## src/rtl/ecc_secded_decode_pipe_if.sv

```systemverilog
// Codeword/result stream bundle for the SECDED decode pipe.
// The slave side is the decoder; the master side feeds codewords and consumes results.
interface ecc_secded_decode_pipe_if #(
    parameter int DATA_W = 32
);
    function automatic int calc_par_w(input int dw);
        int p;
        p = 0;
        for (int q = 1; q < 8; q++) begin
            if (p == 0 && (1 << q) >= dw + q + 1) p = q;
        end
        return p;
    endfunction

    localparam int PAR_W = calc_par_w(DATA_W);
    localparam int CW_W  = DATA_W + PAR_W + 1;

    logic              in_valid;
    logic              in_ready;
    logic [CW_W-1:0]   in_cw;
    logic              out_valid;
    logic              out_ready;
    logic [DATA_W-1:0] out_data;
    logic              out_sec;
    logic              out_ded;
    logic [PAR_W-1:0]  out_syndrome;

    modport slave (
        input  in_valid, in_cw, out_ready,
        output in_ready, out_valid, out_data, out_sec, out_ded, out_syndrome
    );

    modport master (
        output in_valid, in_cw, out_ready,
        input  in_ready, out_valid, out_data, out_sec, out_ded, out_syndrome
    );
endinterface

```

## src/rtl/ecc_secded_decode_pipe.sv

```systemverilog
// Two-stage SECDED decoder: stage 1 computes syndrome/parity, stage 2 corrects and flags.
// Both stages advance together under a single stall condition from the output side.
module ecc_secded_decode_pipe #(
    parameter int DATA_W = 32,
    parameter int CNT_W  = 16
) (
    input  logic                     clk,
    input  logic                     reset,
    input  logic                     correct_en,
    input  logic                     clr_counts,
    ecc_secded_decode_pipe_if.slave  bus,
    output logic [CNT_W-1:0]         sec_count,
    output logic [CNT_W-1:0]         ded_count
);
    function automatic int calc_par_w(input int dw);
        int p;
        p = 0;
        for (int q = 1; q < 8; q++) begin
            if (p == 0 && (1 << q) >= dw + q + 1) p = q;
        end
        return p;
    endfunction

    // Codeword index of payload bit j: the j-th non-power-of-two index from 1 up.
    function automatic int data_pos(input int j);
        int n;
        int pos;
        n   = 0;
        pos = 0;
        for (int i = 1; i < 128; i++) begin
            if ((i & (i - 1)) != 0) begin
                if (n == j && pos == 0) pos = i;
                n++;
            end
        end
        return pos;
    endfunction

    localparam int PAR_W = calc_par_w(DATA_W);
    localparam int CW_W  = DATA_W + PAR_W + 1;
    localparam int SX_W  = PAR_W + 1;

    logic              advance;
    logic              out_fire;

    logic [PAR_W-1:0]  syn_c;
    logic              par_c;
    logic [DATA_W-1:0] raw_c;

    logic              s1_valid;
    logic [DATA_W-1:0] s1_data;
    logic [PAR_W-1:0]  s1_syn;
    logic              s1_par;
    logic              s1_cen;

    logic              syn_in_range;
    logic              sec_c;
    logic              ded_c;
    logic              flip_en;
    logic [DATA_W-1:0] data_c;

    assign advance     = !bus.out_valid || bus.out_ready;
    assign bus.in_ready = advance;
    assign out_fire    = bus.out_valid && bus.out_ready;

    always_comb begin
        syn_c = '0;
        for (int i = 1; i < CW_W; i++) begin
            if (bus.in_cw[i]) syn_c ^= PAR_W'(i);
        end
    end

    assign par_c = ^bus.in_cw;

    // Syndrome may equal or exceed CW_W, which can need one more bit than PAR_W.
    assign syn_in_range = {1'b0, s1_syn} < SX_W'(CW_W);
    assign sec_c        = s1_par && syn_in_range;
    assign ded_c        = s1_par ? !syn_in_range : (s1_syn != '0);
    assign flip_en      = sec_c && s1_cen;

    for (genvar j = 0; j < DATA_W; j++) begin : g_bits
        localparam int POS = data_pos(j);
        assign raw_c[j]  = bus.in_cw[POS];
        assign data_c[j] = s1_data[j] ^ (flip_en && (s1_syn == PAR_W'(POS)));
    end

    always_ff @(posedge clk or posedge reset) begin
        if (reset) begin
            s1_valid         <= 1'b0;
            s1_data          <= '0;
            s1_syn           <= '0;
            s1_par           <= 1'b0;
            s1_cen           <= 1'b0;
            bus.out_valid    <= 1'b0;
            bus.out_data     <= '0;
            bus.out_sec      <= 1'b0;
            bus.out_ded      <= 1'b0;
            bus.out_syndrome <= '0;
        end else if (advance) begin
            s1_valid      <= bus.in_valid;
            bus.out_valid <= s1_valid;
            if (bus.in_valid) begin
                s1_data <= raw_c;
                s1_syn  <= syn_c;
                s1_par  <= par_c;
                s1_cen  <= correct_en;
            end
            if (s1_valid) begin
                bus.out_data     <= data_c;
                bus.out_sec      <= sec_c;
                bus.out_ded      <= ded_c;
                bus.out_syndrome <= s1_syn;
            end
        end
    end

    always_ff @(posedge clk or posedge reset) begin
        if (reset) begin
            sec_count <= '0;
            ded_count <= '0;
        end else if (clr_counts) begin
            sec_count <= '0;
            ded_count <= '0;
        end else if (out_fire) begin
            if (bus.out_sec && sec_count != '1) sec_count <= sec_count + CNT_W'(1);
            if (bus.out_ded && ded_count != '1) ded_count <= ded_count + CNT_W'(1);
        end
    end
endmodule

```

## src/flat_wrapper.sv

```systemverilog
// flat-port wrapper written by rule: the top's interface ports become plain ports
module ecc_secded_decode_pipe_flat 
#(
    parameter int DATA_W = 32,
    parameter int CNT_W  = 16
)
  (clk, reset, correct_en, clr_counts, sec_count, ded_count, bus_in_valid, bus_in_cw, bus_out_ready, bus_in_ready, bus_out_valid, bus_out_data, bus_out_sec, bus_out_ded, bus_out_syndrome);
  ecc_secded_decode_pipe_if #(.DATA_W(DATA_W)) bus_i ();
  input  logic clk;
  input  logic reset;
  input  logic correct_en;
  input  logic clr_counts;
  output logic [CNT_W-1:0] sec_count;
  output logic [CNT_W-1:0] ded_count;
  input wire logic [$bits(bus_i.in_valid)-1:0] bus_in_valid;
  input wire logic [$bits(bus_i.in_cw)-1:0] bus_in_cw;
  input wire logic [$bits(bus_i.out_ready)-1:0] bus_out_ready;
  output wire logic [$bits(bus_i.in_ready)-1:0] bus_in_ready;
  output wire logic [$bits(bus_i.out_valid)-1:0] bus_out_valid;
  output wire logic [$bits(bus_i.out_data)-1:0] bus_out_data;
  output wire logic [$bits(bus_i.out_sec)-1:0] bus_out_sec;
  output wire logic [$bits(bus_i.out_ded)-1:0] bus_out_ded;
  output wire logic [$bits(bus_i.out_syndrome)-1:0] bus_out_syndrome;
  assign bus_i.in_valid = bus_in_valid;
  assign bus_i.in_cw = bus_in_cw;
  assign bus_i.out_ready = bus_out_ready;
  assign bus_in_ready = bus_i.in_ready;
  assign bus_out_valid = bus_i.out_valid;
  assign bus_out_data = bus_i.out_data;
  assign bus_out_sec = bus_i.out_sec;
  assign bus_out_ded = bus_i.out_ded;
  assign bus_out_syndrome = bus_i.out_syndrome;
  ecc_secded_decode_pipe #(.DATA_W(DATA_W), .CNT_W(CNT_W)) u_core (.clk(clk), .reset(reset), .correct_en(correct_en), .clr_counts(clr_counts), .bus(bus_i), .sec_count(sec_count), .ded_count(ded_count));
endmodule
```

## config.mk

```make
export PLATFORM = sky130hd
export DESIGN_NAME = ecc_secded_decode_pipe_flat
export DESIGN_NICKNAME = d
export VERILOG_FILES = /design/src/rtl/ecc_secded_decode_pipe_if.sv /design/src/rtl/ecc_secded_decode_pipe.sv /design/src/flat_wrapper.sv
export SDC_FILE = /design/constraint.sdc
export NUM_CORES = 1
export LEC_CHECK = 0
export CAP_MARGIN = 30
export CORE_ASPECT_RATIO = 0.5
export CORE_MARGIN = 2
export CORE_UTILIZATION = 30
export CTS_BUF_LIST = sky130_fd_sc_hd__clkbuf_8 sky130_fd_sc_hd__clkbuf_16
export CTS_CLUSTER_DIAMETER = 200
export CTS_CLUSTER_SIZE = 30
export DETAILED_ROUTE_END_ITERATION = 10
export PLACE_DENSITY_LB_ADDON = 0.2
export REMOVE_ABC_BUFFERS = 1
export SLEW_MARGIN = 0
export SYNTH_ARGS = -nofsm -noshare
export SYNTH_HDL_FRONTEND = slang
export SYNTH_SLANG_ARGS = --single-unit
export TNS_END_PERCENT = 5
```

## constraint.sdc

```tcl
create_clock -name clk -period 3.7 [get_ports clk]
set_clock_uncertainty 0.1 [all_clocks]
set_input_delay 0.74 -clock clk [delete_from_list [all_inputs] [get_ports clk]]
set_output_delay 0.74 -clock clk [all_outputs]
set_load 0.05 [all_outputs]
```

==> metrics.cfg <==
[route]
viasPerCell = 4.50
wl_per_cell_um = 15.4
drtPass1Iterations = 5
drtIter0Drc = 115
drc = 0
ant_nets = 0
drt-total-wl_um = 14700
vias = 4315

[sta]
finalCritPeriodShare_pct = 84.4
slew_headroom_pct = 41.0
setup_viol = 0
finalCriticalPeriod_ns = 3.12
max_freq_ghz = 0.320
rsz0062_at_grt = false
setup_ws_ns = 0.578
hold_ws_ns = 0.370
timing_hold_violations_final = 0
slew_violations = 0
tightest_slew_ns = 0.874

[die]
die-width_um = 200
core_area_sq_um = 18600
dieHeight_um = 102
dieArea_sq_um = 20400
io-pin-count = 119
placementRows = 35
start_util_pct = 31.0

[setup_path]
worst-endpoint-required_ns = 2.86
worstPathArrival_ns = 2.28
critPathKind = primary input to output port
reg2reg_from = u_core.s1_syn[1]$_DFFE_PP0P_
crit_fanout = 5
reg2reg_depth = 5
r2r_slack_ns = 1.41
critPathCaptureType = output port
r2r-end = u_core.bus.out_data[26]$_DFFE_PP0P_
start_kind = primary input

[cts]
numCtsBuffers = 17
cts_buffer_depth = 2
clkTransAtPathRegs_ns = 0.06
ctsHoldBuffers = 0
cts_root_buffer = clkbuf_16
h-tree-depth = 4
cts_resized = 0
insertion_delay_ns = 0.42
postCtsSetupBuffers = 0
cts.sinks = 114
cts_tree = built

[power_and_ir_drop]
ir_worst_vdd_mv = 0.365
p_leak_nw = 3.07
pwr_density_cell_nw_per_um2 = 700

[synthesis]
synth.distinct_cells = 32
ys_top_cells_by_area = dfrtp_1 (49%), xnor2_1 (13%), mux2_2 (7.8%)
yosys.area_share.adder_pct = 0.434
syn_area_sq_um = 5770
synthArstFlopShare_pct = 100
synth.largest_area_cell = dfrtp_1
synth.most_common_cell = dfrtp_1
synthTopCellsByCount = dfrtp_1 (114), xnor2_1 (88), nor2_1 (84)
synth_top_family_by_area = XOR/XNOR gates
yosys.area_share.xor_xnor_pct = 20.2
synth-simple-area-share_pct = 15.4
synth_flop_cell = dfrtp_1
synth_edf_count = 0
synth_mux_area_share_pct = 7.81
synth_top_area_share_pct = 49.5
syn-instance-count = 560
synth_seq_cells = 114
yosys_warnings = 0
ys_seq_area_share_pct = 49.5
synth_compound_area_share_pct = 4.90
avgSynthCellArea_sq_um = 10.3

[min_path]
hold_start = u_core.s1_valid$_DFFE_PP0N_
hold_depth = 2
hold_path_end = u_core.bus.out_valid$_DFFE_PP0N_
hp-class = flip-flop to flip-flop

[global_route]
grt_max_degree = 50
grt_usage_pct = 15.4
grt_antenna_before_repair = 0
grt_pass1_wl_um = 23800
grt_pass1_vias = 4480
overflow = 0

[final_layout]
fin_util_pct = 42.8
fin_area_sq_um = 7970
antenna_cells = 0
fin_nets = 733
stdcell_count = 958
drive_above_1_share_pct = 12.4
syn_to_final_growth_pct = 38.2
fill_cells = 1785

[placed_design]
pre_cts_ws_ns = 0.598
dpl.hpwl_um = 10500
portBuffers = 118
dp_cells = 926
postPlaceCellArea_sq_um = 7280
place_congestion = 0.771

[run]
maxCapViolCount = 0

[run_status]
status = complete, no violations

==> stage by stage <==
| step | power, mW | TNS [ns] |
|---|---|---|
| 6_report | 5.57 | 0 |
| 5_1_grt | 5.85 | 0 |
| 4_1_cts | 5.65 | 0 |
| 3_5_place_dp | 3.69 | 0 |
| 3_3_place_gp | 3.68 | 0 |
| 2_1_floorplan | 3.01 | -17.75 |
==> worst max-delay path by stage <==
stage	from	to	depth (start not counted)
CTS	bus_out_ready	bus_in_ready	3
global route	bus_out_ready	bus_in_ready	3
global placement	bus_out_ready	bus_in_ready	3
finish	bus_out_ready	bus_in_ready	3
floorplan	reset	u_core.bus.out_data[0]$_DFFE_PP0P_	1
detailed placement	bus_out_ready	bus_in_ready	3
==> worst max-delay path, cell delays in order <==
cell and delay (ns):
clkdlybuf4s50_1 0.50, nand2b_1 0.21, clkdlybuf4s50_1 0.83
==> cell type report <==
cell class	instances	area, sq um	area share (%)
Clock buffer	21	480	6.03
Clock inverter	11	206	2.59
Inverter	7	28.8	0.361
Multi-Input combinational cell	419	2810	35.3
Sequential cell	114	2850	35.8
Tap cell	259	324	4.07
Timing Repair Buffer	127	1260	15.8
==> registers in the layout (all words and copies together), names as in the netlist <==
| register | flops |
|---|---|
| u_core.bus.out_data | 32 |
| u_core.bus.out_sec | 1 |
| u_core.s1_valid | 1 |
| u_core.s1_data | 32 |
| u_core.ded_count | 16 |
| u_core.s1_cen | 1 |
| u_core.s1_par | 1 |
| u_core.bus.out_ded | 1 |
| u_core.bus.out_syndrome | 6 |
| u_core.s1_syn | 6 |
| u_core.bus.out_valid | 1 |
| u_core.sec_count | 16 |
==> kinds of logic (layout without fill, tap and decap cells) <==
family / Yosys count / after routing
flip-flops: 114 / 114
buffers and inverters: 27 / 166
adder cells (fa/ha/maj): 2 / 2
multiplexers: 40 / 40
AO/OA/AOI/OAI: 55 / 55
XOR/XNOR: 128 / 128
AND/OR/NAND/NOR: 194 / 194
==> layout by cell type, fill, tap and decap left out, types with 5 or more instances in the layout <==
| master | Yosys | layout |
|---|---|---|
| a21oi_1 | 39 | 39 |
| buf_4 | 0 | 8 |
| bufinv_16 | 0 | 6 |
| clkbuf_16 | 0 | 17 |
| clkdlybuf4s50_1 | 0 | 118 |
| dfrtp_1 | 114 | 114 |
| inv_1 | 7 | 8 |
| mux2_2 | 40 | 40 |
| nand2_1 | 35 | 34 |
| nand2b_1 | 6 | 6 |
| nand3_1 | 20 | 20 |
| nand4_1 | 11 | 11 |
| nor2_1 | 84 | 84 |
| nor2b_1 | 5 | 5 |
| nor3_1 | 15 | 15 |
| o21ai_0 | 14 | 14 |
| xnor2_1 | 88 | 88 |
| xor2_1 | 36 | 36 |
==> report_power, final <==
part           switching [mW]  internal, mW
combinational            1.13         0.733
sequential              0.280          1.51
clock                   0.594          1.33
total                    2.00          3.57
==> per-layer routing <==
metal  GRT usage [%]  wire (um)  vias up
met5               0          0        -
met4            4.79        140        0
met3            3.99        519       12
met2            25.4       7000       54
met1            20.2       7060     2126
li1                -          -     2123
Note: power is estimated with default switching activity, not from simulation.
